## src/rtl/commit_trace_fifo_if.sv

```systemverilog
// Commit/trace handshake bundle for commit_trace_fifo.
//   commit_en/commit_pc/commit_instr : retirement stream from the core
//   trace_valid/trace_ready          : head-entry valid/ready handshake
//   trace_pc/trace_instr/trace_seq   : head-entry fields
// master = core + trace consumer side, slave = the FIFO.
interface commit_trace_fifo_if;
  logic        commit_en;
  logic [31:0] commit_pc;
  logic [31:0] commit_instr;
  logic        trace_valid;
  logic        trace_ready;
  logic [31:0] trace_pc;
  logic [31:0] trace_instr;
  logic [15:0] trace_seq;

  modport master (
    output commit_en, commit_pc, commit_instr, trace_ready,
    input  trace_valid, trace_pc, trace_instr, trace_seq
  );

  modport slave (
    input  commit_en, commit_pc, commit_instr, trace_ready,
    output trace_valid, trace_pc, trace_instr, trace_seq
  );
endinterface

```

## src/rtl/commit_trace_fifo.sv

```systemverilog
// commit_trace_fifo: buffers retired-instruction records {pc, instr, seq}
// for a trace consumer. Every commit_en cycle consumes a sequence number,
// so gaps in trace_seq expose dropped or flushed commits.
// Ports:
//   clk, resetn : clock, async active-low reset
//   tif         : commit input / trace output handshake (slave modport)
//   clear       : sync flush of entries, overflow and drop_cnt (seq kept)
//   level       : occupancy 0..DEPTH
//   overflow    : sticky, set when a commit was dropped
//   drop_cnt    : saturating count of dropped commits
module commit_trace_fifo #(
  parameter int DEPTH = 8,
  parameter int PTR_W = 3
) (
  input  logic               clk,
  input  logic               resetn,
  commit_trace_fifo_if.slave tif,
  input  logic               clear,
  output logic [PTR_W:0]     level,
  output logic               overflow,
  output logic [15:0]        drop_cnt
);

  typedef struct packed {
    logic [31:0] pc;
    logic [31:0] instr;
    logic [15:0] seq;
  } entry_t;

  localparam logic [PTR_W:0] FULL_LVL = (PTR_W+1)'(DEPTH);

  entry_t           mem_q [DEPTH];
  entry_t           head;
  logic [PTR_W-1:0] wr_ptr_q, wr_ptr_d;
  logic [PTR_W-1:0] rd_ptr_q, rd_ptr_d;
  logic [PTR_W:0]   level_q, level_d;
  logic [15:0]      seq_q, seq_d;
  logic [15:0]      drop_q, drop_d;
  logic             ovf_q, ovf_d;
  logic             full, pop, push, drop;

  assign full = (level_q == FULL_LVL);
  assign pop  = (level_q != '0) && tif.trace_ready;
  // A pop in the same cycle frees the slot, so a full FIFO still accepts.
  assign push = tif.commit_en && (!full || pop);
  assign drop = tif.commit_en && full && !pop;

  always_comb begin
    wr_ptr_d = wr_ptr_q;
    rd_ptr_d = rd_ptr_q;
    level_d  = level_q;
    ovf_d    = ovf_q;
    drop_d   = drop_q;
    // seq counts every commit, including dropped and cleared ones.
    seq_d    = seq_q + {15'd0, tif.commit_en};
    if (clear) begin
      wr_ptr_d = '0;
      rd_ptr_d = '0;
      level_d  = '0;
      ovf_d    = 1'b0;
      drop_d   = '0;
    end else begin
      if (push) wr_ptr_d = wr_ptr_q + PTR_W'(1);
      if (pop)  rd_ptr_d = rd_ptr_q + PTR_W'(1);
      case ({push, pop})
        2'b10:   level_d = level_q + (PTR_W+1)'(1);
        2'b01:   level_d = level_q - (PTR_W+1)'(1);
        default: level_d = level_q;
      endcase
      if (drop) begin
        ovf_d = 1'b1;
        if (drop_q != 16'hFFFF) drop_d = drop_q + 16'd1;
      end
    end
  end

  always_ff @(posedge clk or negedge resetn) begin
    if (!resetn) begin
      wr_ptr_q <= '0;
      rd_ptr_q <= '0;
      level_q  <= '0;
      seq_q    <= '0;
      drop_q   <= '0;
      ovf_q    <= 1'b0;
    end else begin
      wr_ptr_q <= wr_ptr_d;
      rd_ptr_q <= rd_ptr_d;
      level_q  <= level_d;
      seq_q    <= seq_d;
      drop_q   <= drop_d;
      ovf_q    <= ovf_d;
    end
  end

  // Storage is not reset; outputs are qualified by trace_valid.
  always_ff @(posedge clk) begin
    if (push && !clear)
      mem_q[wr_ptr_q] <= '{pc: tif.commit_pc, instr: tif.commit_instr, seq: seq_q};
  end

  assign head            = mem_q[rd_ptr_q];
  assign tif.trace_valid = (level_q != '0);
  assign tif.trace_pc    = head.pc;
  assign tif.trace_instr = head.instr;
  assign tif.trace_seq   = head.seq;
  assign level           = level_q;
  assign overflow        = ovf_q;
  assign drop_cnt        = drop_q;

endmodule

```

## src/flat_wrapper.sv

```systemverilog
// flat-port wrapper written by rule: the top's interface ports become plain ports
module commit_trace_fifo_flat 
#(
  parameter int DEPTH = 8,
  parameter int PTR_W = 3
)
  (clk, resetn, clear, level, overflow, drop_cnt, tif_commit_en, tif_commit_pc, tif_commit_instr, tif_trace_ready, tif_trace_valid, tif_trace_pc, tif_trace_instr, tif_trace_seq);
  commit_trace_fifo_if tif_i ();
  input  logic clk;
  input  logic resetn;
  input  logic clear;
  output logic [PTR_W:0] level;
  output logic overflow;
  output logic [15:0] drop_cnt;
  input wire logic [$bits(tif_i.commit_en)-1:0] tif_commit_en;
  input wire logic [$bits(tif_i.commit_pc)-1:0] tif_commit_pc;
  input wire logic [$bits(tif_i.commit_instr)-1:0] tif_commit_instr;
  input wire logic [$bits(tif_i.trace_ready)-1:0] tif_trace_ready;
  output wire logic [$bits(tif_i.trace_valid)-1:0] tif_trace_valid;
  output wire logic [$bits(tif_i.trace_pc)-1:0] tif_trace_pc;
  output wire logic [$bits(tif_i.trace_instr)-1:0] tif_trace_instr;
  output wire logic [$bits(tif_i.trace_seq)-1:0] tif_trace_seq;
  assign tif_i.commit_en = tif_commit_en;
  assign tif_i.commit_pc = tif_commit_pc;
  assign tif_i.commit_instr = tif_commit_instr;
  assign tif_i.trace_ready = tif_trace_ready;
  assign tif_trace_valid = tif_i.trace_valid;
  assign tif_trace_pc = tif_i.trace_pc;
  assign tif_trace_instr = tif_i.trace_instr;
  assign tif_trace_seq = tif_i.trace_seq;
  commit_trace_fifo #(.DEPTH(DEPTH), .PTR_W(PTR_W)) u_core (.clk(clk), .resetn(resetn), .tif(tif_i), .clear(clear), .level(level), .overflow(overflow), .drop_cnt(drop_cnt));
endmodule
```

## config.mk

```make
export PLATFORM = sky130hd
export DESIGN_NAME = commit_trace_fifo_flat
export DESIGN_NICKNAME = d
export VERILOG_FILES = /design/src/rtl/commit_trace_fifo_if.sv /design/src/rtl/commit_trace_fifo.sv /design/src/flat_wrapper.sv
export SDC_FILE = /design/constraint.sdc
export NUM_CORES = 1
export LEC_CHECK = 0
export CELL_PAD_IN_SITES_DETAIL_PLACEMENT = 1
export CELL_PAD_IN_SITES_GLOBAL_PLACEMENT = 2
export CORE_UTILIZATION = 45
export CTS_CLUSTER_DIAMETER = 40
export DETAILED_ROUTE_END_ITERATION = 16
export PLACE_DENSITY_LB_ADDON = 0.2
export SLEW_MARGIN = 10
export SYNTH_ARGS = -nofsm -noshare
export SYNTH_HDL_FRONTEND = slang
export SYNTH_SLANG_ARGS = --single-unit
```

## constraint.sdc

```tcl
create_clock -name clk -period 13.9 [get_ports clk]
set_clock_uncertainty 0.2 [all_clocks]
set_input_delay 2.78 -clock clk [delete_from_list [all_inputs] [get_ports clk]]
set_output_delay 2.78 -clock clk [all_outputs]
set_load 0.05 [all_outputs]
```

# Word-level counts from Yosys, hierarchy flattened
# Memory sizes are Yosys's and may differ from the RTL's.
# Index checks and enable logic that the tools add are counted.
[totals]
register_bits = 43
ramBits = 640
output_inout_bits = 102
word_cells = 46
n_memories = 1
[op_classes]
addsub = 6
eq_ne = 4
muxes = 13
n_reduce_logical = 16
[mem_list]
columns = ["memory", "words", "width", "rd", "rd_clocked_by_memory_dff", "wr", "line", "source"]
rows = [
  ["u_core.mem_q", 8, 80, 1, 0, 1, "commit_trace_fifo.sv:32", "entry_t mem_q [DEPTH];"],
]
[op_table]
columns = ["operator", "n"]
rows = [
  ["$mux 16", 3],
  ["$add 16x1->16", 1],
  ["$add 16x1->16 const B", 1],
  ["$ne 16x16->1 const B", 1],
  ["$mux 3", 4],
  ["$pmux 4 s2", 1],
  ["$reduce_bool 2->1", 4],
  ["$add 3x1->3 const B", 2],
  ["$logic_and 1x1->1", 5],
  ["$add 4x1->4 const B", 1],
  ["$eq 4x4->1 const B", 1],
  ["$mux 1", 4],
  ["$mux 4", 1],
  ["$reduce_bool 4->1", 1],
  ["$sub 4x1->4 const B", 1],
  ["$logic_not 1->1", 3],
  ["$reduce_bool 3->1", 1],
  ["$eq 2x1->1 const B", 1],
  ["$eq 2x2->1 const B", 1],
  ["$reduce_and 2->1", 1],
  ["$logic_or 1x1->1", 1],
]

# Logic depth before layout (Yosys ltp)
[logic_depth]
ltp_word = 7
depth_mapped = 9

# Worst setup path before layout
# Ideal clock, no wire load.
[synth_timing]
path_type = "input to register"
from = "in tif_trace_ready"
to = "mem u_core.mem_q[1][0] (netlist name) (enable)"
arrival_ns = 8.912
setup_slack_ns = 4.171
cell_stages = 3
path_buffers = 0
cell_sequence = "o21ai_0 -> or3b_2 -> nor3_1"
[synth_between]
elab_chain_len = 6
[synth_rtl]
columns = ["element", "line", "source"]
rows = [
  ["start: declaration", "flat_wrapper.sv:18", "input wire logic [$bits(tif_i.trace_ready)-1:0] tif_trace_ready;"],
  ["$logic_and 1x1->1", "commit_trace_fifo.sv:43", "assign pop = (level_q != '0) && tif.trace_ready;"],
  ["$logic_or 1x1->1", "commit_trace_fifo.sv:45", "assign push = tif.commit_en && (!full || pop);"],
  ["$logic_and 1x1->1", "commit_trace_fifo.sv:45", ""],
  ["$logic_and 1x1->1", "commit_trace_fifo.sv:97", "if (push && !clear)"],
  ["$mux 1", "commit_trace_fifo.sv:97", ""],
  ["$mux 1 (implied by the code)", "commit_trace_fifo.sv:98", "mem_q[wr_ptr_q] <= '{pc: tif.commit_pc, instr: tif.commit_instr, seq: seq_q};"],
  ["end: declaration", "commit_trace_fifo.sv:32", ""],
]
# Every way passes these cells.

# Worst setup path in the final report
[layout_timing]
from = "reg u_core.rd_ptr_q[1]"
to = "out tif_trace_seq[10]"
[layout_between]
elab_chain_len = 1
[layout_rtl]
columns = ["element", "line", "source"]
rows = [
  ["start: declaration", "commit_trace_fifo.sv:35", "logic [PTR_W-1:0] rd_ptr_q, rd_ptr_d;"],
  ["start signal: assignment", "commit_trace_fifo.sv:87", "rd_ptr_q <= rd_ptr_d;"],
  ["$mem_v2 8x80", "n/a", ""],
  ["end: declaration", "flat_wrapper.sv:22", "output wire logic [$bits(tif_i.trace_seq)-1:0] tif_trace_seq;"],
]
# Every way passes these cells.

==> impl_metrics.csv <==
group,metric,value,unit
status,run_status,"finished clean",
timing,grt_setup_unrepaired,"false",
global_route,antenna_found_initial,0,
hold_path,holdCritPathClass,"reg2reg",
detailed_routing,antenna_left,0,
yosys,synth_cells,1141,
floorplan,dieHeight,242.9,um
cells_and_area,antenna_cells_inserted,0,
detailed_routing,drc,0,
detailed_routing,final_routed_wire_length_divided_by_cell_count,25.54,um
yosys,synth.ff_latch_count,683,
placement,numPlacedInstances,2037,
floorplan,fp.coreArea,56820,um2
cells_and_area,finish.net_count,1451,
floorplan,io_pins,171,
clocking,clock_insertion_delay_worst_skew,0.62,ns
global_route,gr-usage-met1,0.2641,
clocking,max-clock-path-buffers,3,
critical_path,ff2ff_path_depth,7,
timing,final.min_clock_period,7.780,ns
yosys,ys_dominant_reg_cell,"sky130_fd_sc_hd__edfxtp_1",
yosys,syn_area,26130,um2
placement,io_buffer_count,170,
global_route,grt_residual_overflow,0,
placement,gp_congestion,0.7174,
yosys,syn_area_per_cell,22.90,um2
global_route,grt_util_met2,0.3213,
global_route,total_routing_usage_gr,0.1952,
critical_path,worstSetupStartpointType,"register",
clocking,cts-resized-gates,0,
critical_path,worst_setup_path_startpoint,"u_core.rd_ptr_q[1]$_DFFE_PN0P_",
yosys,synth.yosys.warnings,0,
power_and_ir_drop,power.total,6.009,mW
hold_path,critical_hold_path_startpoint,"u_core.overflow$_DFFE_PN0P_",
detailed_routing,drt_first_pass_iters,4,
timing,fmaxAchievable,0.1285,GHz
floorplan,start_util,0.4598,
global_route,grt_pass1_wl,84950,um
timing,whs,0.3119,ns
power_and_ir_drop,worst_ir_drop_vdd,0.0001162,V
clocking,holdBufCountCts,0,
floorplan,die-width,242.9,um
placement,placement.cell_area,28810,um2
cells_and_area,final-instance-count-excl-fill,2205,
critical_path,kind_of_critical_path,"reg2out",
timing,setup_total_negative_slack,0,ns
floorplan,die_area,59020,um2
hold_path,whs_path_depth,2,
clocking,cts.sink_count,683,
timing,layout_worst_path_cycle_share,0.5597,
cells_and_area,fillCellCount,4843,
critical_path,timing.critical_path.arrival,4.80,ns
global_route,top_usage_layer,"met2",
cells_and_area,area_growth,22.19,%
critical_path,critPathRequiredTime,10.92,ns
cells_and_area,area_taken_by_multi_input_logic_gates,5662,um2
timing,setup_violations,0,
critical_path,crit_path_max_fanout,61,
clocking,cts_root_buffer,"sky130_fd_sc_hd__clkbuf_16",
yosys,synth_edf_count,640,
detailed_routing,detailedRoute.firstIterationViolations,738,
yosys,synth-seq-area-share,0.7768,
timing,post-route-worst-setup-slack,6.120,ns
critical_path,critical_path_sink_type,"output port",
yosys,number_of_nets_produced_by_synthesis,1217,
clocking,clock_tree.htree_level_count,3,
power_and_ir_drop,power.density_cell_area,188.2,nW/um2
cells_and_area,sequential_cell_area,20310,um2
placement,preCtsSetupSlack,6.681,ns
detailed_routing,vias_per_cell,5.537,
timing,max-slew-margin-rel,0.3097,
power_and_ir_drop,total_leakage_power,10.23,nW
clocking,cts.reportedPaths.clkPinSlew,0.05,ns
yosys,synth_cell_types,38,
critical_path,r2r-start,"u_core.level[0]$_DFFE_PN0P_",
global_route,grt_start_max_net_pins,121,
detailed_routing,vias,12209,
timing,hold_viol,0,
job,timing.max_cap.violations,0,
yosys,synthArstFlopShare,0.06296,
timing,number_of_max_slew_violations_in_the_final_report,0,
cells_and_area,drive_gt1_frac,0.2968,
cells_and_area,layout.cell_area.non_filler,31920,um2
placement,post-dp-hpwl,30330,um
floorplan,rows,87,
clocking,cts_setup_buffers,0,
cells_and_area,layout.core_utilization,0.5618,
clocking,tritoncts_buffer_count,92,
detailed_routing,totalWireLength,56320,um
timing,worstMarginPinSlew,1.036,ns
clocking,clock_tree_from_tritoncts,"yes",
global_route,first_global_vias,13377,
global_route,groute.layer.met3.usage,0.03925,
==> per-layer routing <==
metal  up-vias  part of all wire
met3        90             0.045
met4         0             0.021
met5         -                 0
met1      6553              0.43
met2       284              0.50
li1       5282                 -
==> synth_stat cells (8+ instances only) <==
cell type	n	area (um2)
sky130_fd_sc_hd__and3_1	8	50.05
sky130_fd_sc_hd__buf_2	11	55.05
sky130_fd_sc_hd__clkbuf_1	33	123.9
sky130_fd_sc_hd__dfrtp_1	43	1076
sky130_fd_sc_hd__edfxtp_1	640	19220
sky130_fd_sc_hd__mux2_2	81	912.1
sky130_fd_sc_hd__mux4_2	160	3603
sky130_fd_sc_hd__nand2_1	10	37.54
sky130_fd_sc_hd__nand3_1	9	45.04
sky130_fd_sc_hd__nor2_1	40	150.1
sky130_fd_sc_hd__o211ai_1	8	60.06
sky130_fd_sc_hd__xnor2_1	11	96.34
sky130_fd_sc_hd__xor2_1	23	201.4
==> critical path, cell delays in order (launching register included) <==
cell and delay, ns:
sky130_fd_sc_hd__dfrtp_4 1.04, sky130_fd_sc_hd__buf_4 0.69, sky130_fd_sc_hd__buf_4 0.82, sky130_fd_sc_hd__mux4_2 0.41
sky130_fd_sc_hd__mux2_2 0.27, sky130_fd_sc_hd__clkdlybuf4s50_1 0.80
==> path summary, 6_finish.rpt <==
check / endpoint / slack [ns]
min in group asynchronous: u_core.level[2]$_DFFE_PN0P_ / 2.05
max in group asynchronous: u_core.rd_ptr_q[0]$_DFFE_PN0P_ / 10.97
hold / removal: u_core.overflow$_DFFE_PN0P_ / 0.31
setup reg to reg: u_core.mem_q[1][12]$_DFFE_PP_ / 9.69
hold reg to reg: u_core.overflow$_DFFE_PN0P_ / 0.31
setup / recovery: tif_trace_seq[10] / 6.12
==> power breakdown <==
group,switching [mW],internal (mW)
registers,0.0966,2.33
logic,0.684,0.546
clock network,0.906,1.45
total,1.69,4.32
==> cell usage in the layout (no fill, tap or decap), drive strengths merged, types with 9 or more instances in the layout <==
cell           netlist  final
clkbuf              33     99
nor2                40     40
nand2               10     10
buf                 19     23
bufinv               0     11
edfxtp             640    640
clkinv               0     30
inv                  2     20
dfrtp               43     43
mux2                81     81
clkinvlp             0     10
xnor2               11     11
xor2                23     23
clkdlybuf4s50        0    169
nand3                9      9
mux4               160    160
==> cell families (layout without fill, tap and decap cells) <==
kind of cell             Yosys count  in the layout  synth area share
AND/OR/NAND/NOR                   94             94           0.01830
adder cells (fa/ha/maj)            7              7          0.003352
XOR/XNOR                          34             34           0.01140
flip-flops                       683            683            0.7768
AO/OA/AOI/OAI                     23             23          0.006801
buffers and inverters             54            362          0.008573
multiplexers                     246            246            0.1748
==> layout make-up <==
type	instances	share of cell area
clock buffer	99	0.07361
clock inverter	69	0.02395
inverter	2	0.0002352
multi-input combinational	404	0.1774
sequential	683	0.6361
tap	756	0.02963
timing repair buffer	192	0.05911
==> registers in the layout, summed over array words and instances, names as in the netlist <==
register         flops
u_core.mem_q       640
u_core.drop_cnt     16
u_core.seq_q        16
u_core.level         4
u_core.rd_ptr_q      3
u_core.wr_ptr_q      3
u_core.overflow      1
(Power assumes the default switching activity.)
